--- src/rtl/multicycle_ctrl.sv ---
// Multicycle control FSM: IF/ID/EX/MEM/WB sequencing with registered datapath strobes,
// bounded MEM wait with a sticky timeout flag, and a retired-instruction counter.
module multicycle_ctrl #(
  parameter int MEM_TIMEOUT = 16
) (
  input  logic        clk,
  input  logic        rst,
  input  logic [31:0] instr,
  input  logic        Zero,
  input  logic        mem_ready,
  output logic        PCSrc,
  output logic        ALUSrc,
  output logic        RegWrite,
  output logic        MemToReg,
  output logic        loadPC,
  output logic        MemRead,
  output logic        MemWrite,
  output logic [3:0]  ALUCtrl,
  output logic [2:0]  state,
  output logic        mem_err,
  output logic [31:0] instret
);

  localparam int CW = (MEM_TIMEOUT > 1) ? $clog2(MEM_TIMEOUT) : 1;
  localparam logic [CW-1:0] WAIT_LAST = CW'(MEM_TIMEOUT - 1);

  localparam logic [3:0] ALU_ADD = 4'b0010;
  localparam logic [3:0] ALU_SUB = 4'b0110;
  localparam logic [3:0] ALU_AND = 4'b0000;
  localparam logic [3:0] ALU_OR  = 4'b0001;
  localparam logic [3:0] ALU_XOR = 4'b1101;
  localparam logic [3:0] ALU_SLT = 4'b0111;
  localparam logic [3:0] ALU_SLL = 4'b1001;
  localparam logic [3:0] ALU_SRL = 4'b1000;
  localparam logic [3:0] ALU_SRA = 4'b1010;

  typedef enum logic [2:0] {
    S_IF  = 3'd0,
    S_ID  = 3'd1,
    S_EX  = 3'd2,
    S_MEM = 3'd3,
    S_WB  = 3'd4
  } state_t;

  state_t        st;
  logic [CW-1:0] wait_cnt;
  logic          zero_q;

  logic [6:0] opcode;
  logic [2:0] funct3;
  logic       is_r, is_i, is_lw, is_sw, is_beq;
  logic [3:0] alu_dec;
  logic       unused_bits;

  assign opcode = instr[6:0];
  assign funct3 = instr[14:12];
  assign is_r   = (opcode == 7'b0110011);
  assign is_i   = (opcode == 7'b0010011);
  assign is_lw  = (opcode == 7'b0000011);
  assign is_sw  = (opcode == 7'b0100011);
  assign is_beq = (opcode == 7'b1100011);
  assign unused_bits = ^{instr[31], instr[29:15], instr[11:7]};

  // funct3 only matters for ALU-class opcodes; SUB exists only as an R-type encoding
  always_comb begin
    alu_dec = ALU_ADD;
    if (is_beq) alu_dec = ALU_SUB;
    else if (is_r || is_i) begin
      case (funct3)
        3'b000:  alu_dec = (is_r && instr[30]) ? ALU_SUB : ALU_ADD;
        3'b111:  alu_dec = ALU_AND;
        3'b110:  alu_dec = ALU_OR;
        3'b100:  alu_dec = ALU_XOR;
        3'b010:  alu_dec = ALU_SLT;
        3'b001:  alu_dec = ALU_SLL;
        3'b101:  alu_dec = instr[30] ? ALU_SRA : ALU_SRL;
        default: alu_dec = ALU_ADD;
      endcase
    end
  end

  assign state = st;
  assign PCSrc = (st == S_WB) && is_beq && zero_q;

  // Strobes are computed for the state being entered, so they are valid throughout it
  always_ff @(posedge clk or posedge rst) begin
    if (rst) begin
      st       <= S_IF;
      wait_cnt <= '0;
      zero_q   <= 1'b0;
      instret  <= '0;
      mem_err  <= 1'b0;
      ALUSrc   <= 1'b0;
      ALUCtrl  <= 4'b0000;
      RegWrite <= 1'b0;
      MemToReg <= 1'b0;
      loadPC   <= 1'b0;
      MemRead  <= 1'b0;
      MemWrite <= 1'b0;
    end else begin
      ALUSrc   <= is_i || is_lw || is_sw;
      ALUCtrl  <= alu_dec;
      RegWrite <= 1'b0;
      MemToReg <= 1'b0;
      loadPC   <= 1'b0;
      MemRead  <= 1'b0;
      MemWrite <= 1'b0;
      case (st)
        S_IF: st <= S_ID;
        S_ID: st <= S_EX;
        S_EX: begin
          if (is_lw || is_sw) begin
            st       <= S_MEM;
            wait_cnt <= '0;
            MemRead  <= is_lw;
            MemWrite <= is_sw;
          end else begin
            st       <= S_WB;
            zero_q   <= Zero;
            loadPC   <= 1'b1;
            RegWrite <= is_r || is_i;
          end
        end
        S_MEM: begin
          if (mem_ready) begin
            st       <= S_WB;
            loadPC   <= 1'b1;
            RegWrite <= is_lw;
            MemToReg <= is_lw;
          end else if (wait_cnt == WAIT_LAST) begin
            // abort: retire the instruction without writing back stale load data
            st       <= S_WB;
            loadPC   <= 1'b1;
            MemToReg <= is_lw;
            mem_err  <= 1'b1;
          end else begin
            wait_cnt <= wait_cnt + CW'(1);
            MemRead  <= is_lw;
            MemWrite <= is_sw;
          end
        end
        S_WB: begin
          st      <= S_IF;
          instret <= instret + 32'd1;
        end
        default: st <= S_IF;
      endcase
    end
  end

endmodule

--- config.mk ---
export PLATFORM = sky130hd
export DESIGN_NAME = multicycle_ctrl
export DESIGN_NICKNAME = d
export VERILOG_FILES = /design/src/rtl/multicycle_ctrl.sv
export SDC_FILE = /design/constraint.sdc
export NUM_CORES = 1
export LEC_CHECK = 0
export BUFFER_PORTS_ARGS = -buffer_cell sky130_fd_sc_hd__buf_2
export CORE_ASPECT_RATIO = 0.7
export CORE_MARGIN = 3
export CORE_UTILIZATION = 45
export DETAILED_ROUTE_END_ITERATION = 10
export PLACE_DENSITY = 0.73
export SLEW_MARGIN = 20
export SYNTH_ARGS = -nofsm -noshare
export SYNTH_HDL_FRONTEND = slang
export SYNTH_SLANG_ARGS = --single-unit
--- constraint.sdc ---
create_clock -name clk -period 2.6 [get_ports clk]
set_input_delay 0.26 -clock clk [delete_from_list [all_inputs] [get_ports clk]]
set_output_delay 0.26 -clock clk [all_outputs]
set_load 0.01 [all_outputs]
## Yosys cells after proc, flatten, opt, wreduce, memory -nomap -nowiden

Cells that the tools add are included.

| operators by class | value |
|---|---|
| equality and inequality tests | 20 |
| reduce and logical (&&, ||, !) cells | 13 |
| add/sub/neg operators | 2 |
| muxes and demuxes | 31 |
| bitwise operators | 2 |

Operators by type and width:

| cell | count |
|---|---|
| adder 32 x 1 -> 32 bit, second input constant | 1 |
| one-hot mux 4 bit (7 select lines) | 1 |
| two-way mux 4 bit | 5 |
| == test 3 bit, second input constant | 5 |
| == test 7 x 6 -> 1 bit, second input constant | 2 |
| two-way mux 1 bit | 14 |
| two-way mux 3 bit | 4 |
| one-hot mux 3 bit (4 select lines) | 1 |
| == test 3 x 2 -> 1 bit, second input constant | 3 |
| one-hot mux 1 bit (2 select lines) | 4 |
| one-hot mux 4 bit (2 select lines) | 1 |
| == test 7 x 2 -> 1 bit, second input constant | 1 |
| == test 7 x 5 -> 1 bit, second input constant | 1 |
| == test 7 bit, second input constant | 1 |
| == test 3 x 1 -> 1 bit, second input constant | 2 |
| logical NOT 3 bit | 2 |
| inequality test 2 bit, second input constant | 3 |
| adder 4 x 1 -> 4 bit, second input constant | 1 |
| == test 4 bit, second input constant | 1 |
| logical OR 1 bit | 4 |
| AND reduction 4 bit | 1 |
| logical AND 1 bit | 3 |
| inequality test 3 bit, second input constant | 1 |
| AND reduction 3 bit | 1 |
| 4 further kinds | 5 |

| storage, ports and cells | value |
|---|---|
| word-level logic and storage cells | 80 |
| input bits | 36 |
| flip-flop bits (word level) | 51 |
| output and inout bits | 47 |

## Logic depth before layout (Yosys ltp)

| depth | value |
|---|---|
| word-level depth | 6 |
| mapped depth | 6 |
| gate-level depth less buffers | 5 |

## Worst setup path before layout

No wires, ideal clock.

| timing | value |
|---|---|
| path kind | register to register |
| from | register st[0] (netlist: state[0]) |
| to | register instret[25] |
| library setup time | 79 ps |
| setup slack | 829 ps |
| clock period less this slack | 1771 ps |
| arrival | 1692 ps |
| stages on the path, launching flop included | 6 |
| buffers on the path | 1 |
| data required time | 2521 ps |
| cells stage by stage | dfrtp_1 > buf_6 > nand4bb_4 > or4_4 > nor4_1 > xor2_1 |

| on the way | value |
|---|---|
| cells in the longest elaborated chain, start to end | 1 |

Ends and longest elaborated chain:

| what | line | source |
|---|---|---|
| from (decl) | 45 | `state_t st;` |
| from (signal assigned) | 88 | `st <= S_IF;` |
| from (signal assigned) | 109 | `S_IF: st <= S_ID;` |
| from (signal assigned) | 110 | `S_ID: st <= S_EX;` |
| == test 3 bit | 108 | `case (st)` |
| to (signal assigned) | 144 | `instret <= instret + 32'd1;` |
| to (decl) | 21 | `output logic [31:0] instret` |

Every way passes these cells.
A chain may end at the register's enable or synchronous reset.

## Final worst setup path

| timing | value |
|---|---|
| from | register st[2] (netlist: state[2]) |
| to | output port PCSrc |

| on the way | value |
|---|---|
| cells in the longest elaborated chain, start to end | 3 |

Ends and longest elaborated chain:

| what | line | source |
|---|---|---|
| == test 3 bit | 83 | `assign PCSrc = (st == S_WB) && is_beq && zero_q;` |
| logical AND 1 bit (2 in series) | 83 |  |
| to (decl) | 11 | `output logic PCSrc,` |

Every way passes these cells.

==> reports/results.tsv <==
stage	metric	value	unit
status	outcome	completed	
clock_tree	cts_tree	done	
run	cap_violations	0	
die	rows	21	
logic_synthesis	synth_xor_area_share	11.53	%
die	coreArea	0.004992	sq mm
finish	utilization	58.30	%
global_route	grt_pass1_vias	1748	
logic_synthesis	synth-compound-area-share	6.076	%
die	start_util	48.67	%
clock_tree	h-tree-depth	2	
die	die_w	93.83	microns
clock_tree	clkSinkCount	51	
routing	first_pass_iters	4	
setup_path	cp-end-kind	primary output	
timing	clock_skew	0.005538	ns
global_route	overflow	0	
routing	ant_nets	0	
clock_tree	cts_made_buffers	5	
placed_design	gp_congestion	0.7637	
timing	finalSetupViolations	0	
clock_tree	clkTransAtPathRegs	0.08	ns
finish	finalNetCount	328	
setup_path	crit_fanout	8	
logic_synthesis	syn_inst	223	
logic_synthesis	ys_seq_elements	51	
global_route	met3_usage	4.677	%
logic_synthesis	synth_edf_count	0	
min_path	min_path_type	in2reg	
setup_path	r2r_start	instret[0]$_DFFE_PP0N_	
logic_synthesis	synth.area.mux_share	1.390	%
logic_synthesis	syn_nets	261	
routing	dr.first_iter.drc_count	77	
timing	max_freq	489.4	MHz
finish	fillers	440	
pwr	peakVddDrop	0.4537	mV
finish	syn2layout_area_growth	19.77	%
timing	fin_crit	2.043	ns
global_route	grt_use_met2	24.67	%
setup_path	arrival	1.78	ns
finish	fin_cells	360	
logic_synthesis	yosys_warnings	0	
setup_path	crit_type	reg2out	
global_route	grt_use_total	17.64	%
routing	viasPerCell	5.353	
pwr	leakage	1.495	nW
global_route	grt.busiest_layer	met1	
global_route	grt_max_degree	31	
logic_synthesis	synth_top_area_share	52.52	%
pwr	p_total	2.044	mW
routing	drt-total-wl	5191	microns
placed_design	dp.cells	351	
logic_synthesis	avgSynthCellArea	10.90	sq um
clock_tree	clkLatencyLatePin	0.30	ns
logic_synthesis	synth-adder-area-share	1.030	%
routing	avgRoutedWirePerCell	14.42	microns
timing	setup_tns	0	ns
routing	vias	1927	
logic_synthesis	synthSimpleGateAreaFrac	25.70	%
clock_tree	post_cts_resized	0	
setup_path	crit_path_start	state[2]$_DFFE_PP0P_	
clock_tree	clockBufferDepth	2	
setup_path	worstSetupStartpointType	flop	
finish	seq_area	0.001276	sq mm
placed_design	io_buffers	61	
logic_synthesis	synth_top_family_by_area	simple AND/OR/NAND/NOR gates	
die	io_pins	83	
placed_design	dp_hpwl	3837	microns
clock_tree	cts_root_buffer	clkbuf_8	
timing	tightestPinTransition	0.7094	ns
clock_tree	post_cts_buffers	0	
timing	slew_headroom	52.27	%
timing	rsz0062_at_grt	false	
finish	multi_input_area	0.001111	sq mm
min_path	min_from	instr[13]	
clock_tree	hold_buffers	1	
logic_synthesis	synth_top_flop_cell	dfrtp_1	
routing	drc_errors	0	
logic_synthesis	yosysTopAreaCell	dfrtp_1	
setup_path	crit_required	2.34	ns
die	die_h	67.48	microns
global_route	grt_pass1_wl	8707	microns
logic_synthesis	yosys-top-cells-area	dfrtp_1, xor2_1, nand3_1	
logic_synthesis	async_reset_ff_share	100.0	%
global_route	grt_use_met1	26.79	%
logic_synthesis	syn_area	0.002430	sq mm
finish	diodes	0	
die	die_area	0.006331	sq mm
timing	finalCritPeriodShare	78.59	%
logic_synthesis	ys_types	45	
pwr	p_per_area	702.4	mW/mm^2
timing	drv_slew	0	
finish	drive_gt1_share	28.52	%
timing	finalHoldViolCount	0	
logic_synthesis	ys_seq_area_share	52.52	%
global_route	antenna_found_initial	0	
## final timing paths
path,to,slack [ns],cells past startpoint
max,PCSrc,0.56,4
min,ALUCtrl[3]$_DFF_PP0_,0.17,2
max reg2reg,instret[28]$_DFFE_PP0N_,0.65,5
min reg2reg,instret[31]$_DFFE_PP0N_,0.47,1
max in group asynchronous,instret[11]$_DFFE_PP0N_,1.34,4
min in group asynchronous,ALUCtrl[1]$_DFF_PP0_,0.52,3
## critical path: stages, from the launching register on
cell and delay [ns]:
dfrtp_1 0.51, nor3b_1 0.49, nand2_1 0.16, nor3_1 0.16, buf_2 0.16
## sequential cells by signal, summed over array words and instances (netlist names)
| name | flops |
|---|---|
| instret | 32 |
| ALUCtrl | 4 |
| wait_cnt | 4 |
| state | 3 |
| ALUSrc | 1 |
| MemRead | 1 |
| MemToReg | 1 |
| MemWrite | 1 |
| RegWrite | 1 |
| loadPC | 1 |
| mem_err | 1 |
| zero_q | 1 |
## metrics by stage
stage	worst slack, ns	hold slack, ns	cell area (sq um)
2_1_floorplan	0.8292	0.3309	2430
3_3_place_gp	0.6961	0.3017	2816
3_5_place_dp	0.6683	0.3023	2816
4_1_cts	0.5344	0.1550	2910
5_1_grt	0.3749	0.1601	2910
6_report	0.5566	0.1691	2910
## routing by layer
metal	wire length, microns	share of wire, %
met3	300	5.8
met1	2653	51
met5	0	0
met2	2176	42
met4	59	1.1
## cells in the mapped netlist (3+ instances only)
| library cell | count |
|---|---|
| dfrtp_1 | 51 |
| xor2_1 | 24 |
| nor2_1 | 17 |
| nand2_1 | 16 |
| nand3_1 | 14 |
| nor3_1 | 11 |
| nor4_1 | 11 |
| nand4_1 | 8 |
| xnor2_1 | 8 |
| and3_1 | 5 |
| a22o_1 | 4 |
| and4_1 | 4 |
| inv_1 | 4 |
| clkbuf_1 | 3 |
| mux2_2 | 3 |
| nor2b_1 | 3 |
| o21ai_0 | 3 |
## cell type report
class                           instances  share of cell area (%)
Timing Repair Buffer                   65                   11.61
Clock buffer                            5                   2.365
Inverter                                4                  0.5159
Tap cell                               69                   2.966
Clock inverter                          3                  0.5159
Multi-Input combinational cell        163                   38.18
Sequential cell                        51                   43.85
## kinds of logic (layout without fill, tap and decap cells)
logic type,Yosys count,after routing
mux,3,3
xor+xnor,32,32
buf+inv,9,77
simple gates,106,106
fa+ha+maj,2,2
compound gates,20,20
flops,51,51
## power breakdown
part           leakage (nW)  switching (mW)  internal [mW]  total, mW
Combinational         0.770           0.305          0.265      0.569
Clock                0.0477           0.252          0.185      0.437
Sequential            0.677           0.142          0.896       1.04
## cell usage in the layout, fill, tap and decap left out, drive strengths merged, types with 2 or more instances in the layout
cell	count
ha	2
nor3	11
mux2	3
and3	5
nor4	11
nand3	14
a22o	4
nand2	16
clkinv	3
xor2	24
xnor2	8
and4	4
nand4bb	2
a21oi	2
nor2b	3
nor4b	3
and2	2
inv	4
o21ai	3
a211oi	2
or3	2
nand4	8
dfrtp	51
buf	64
clkbuf	5
nor2	17
Power figures use the tool's default switching activity.
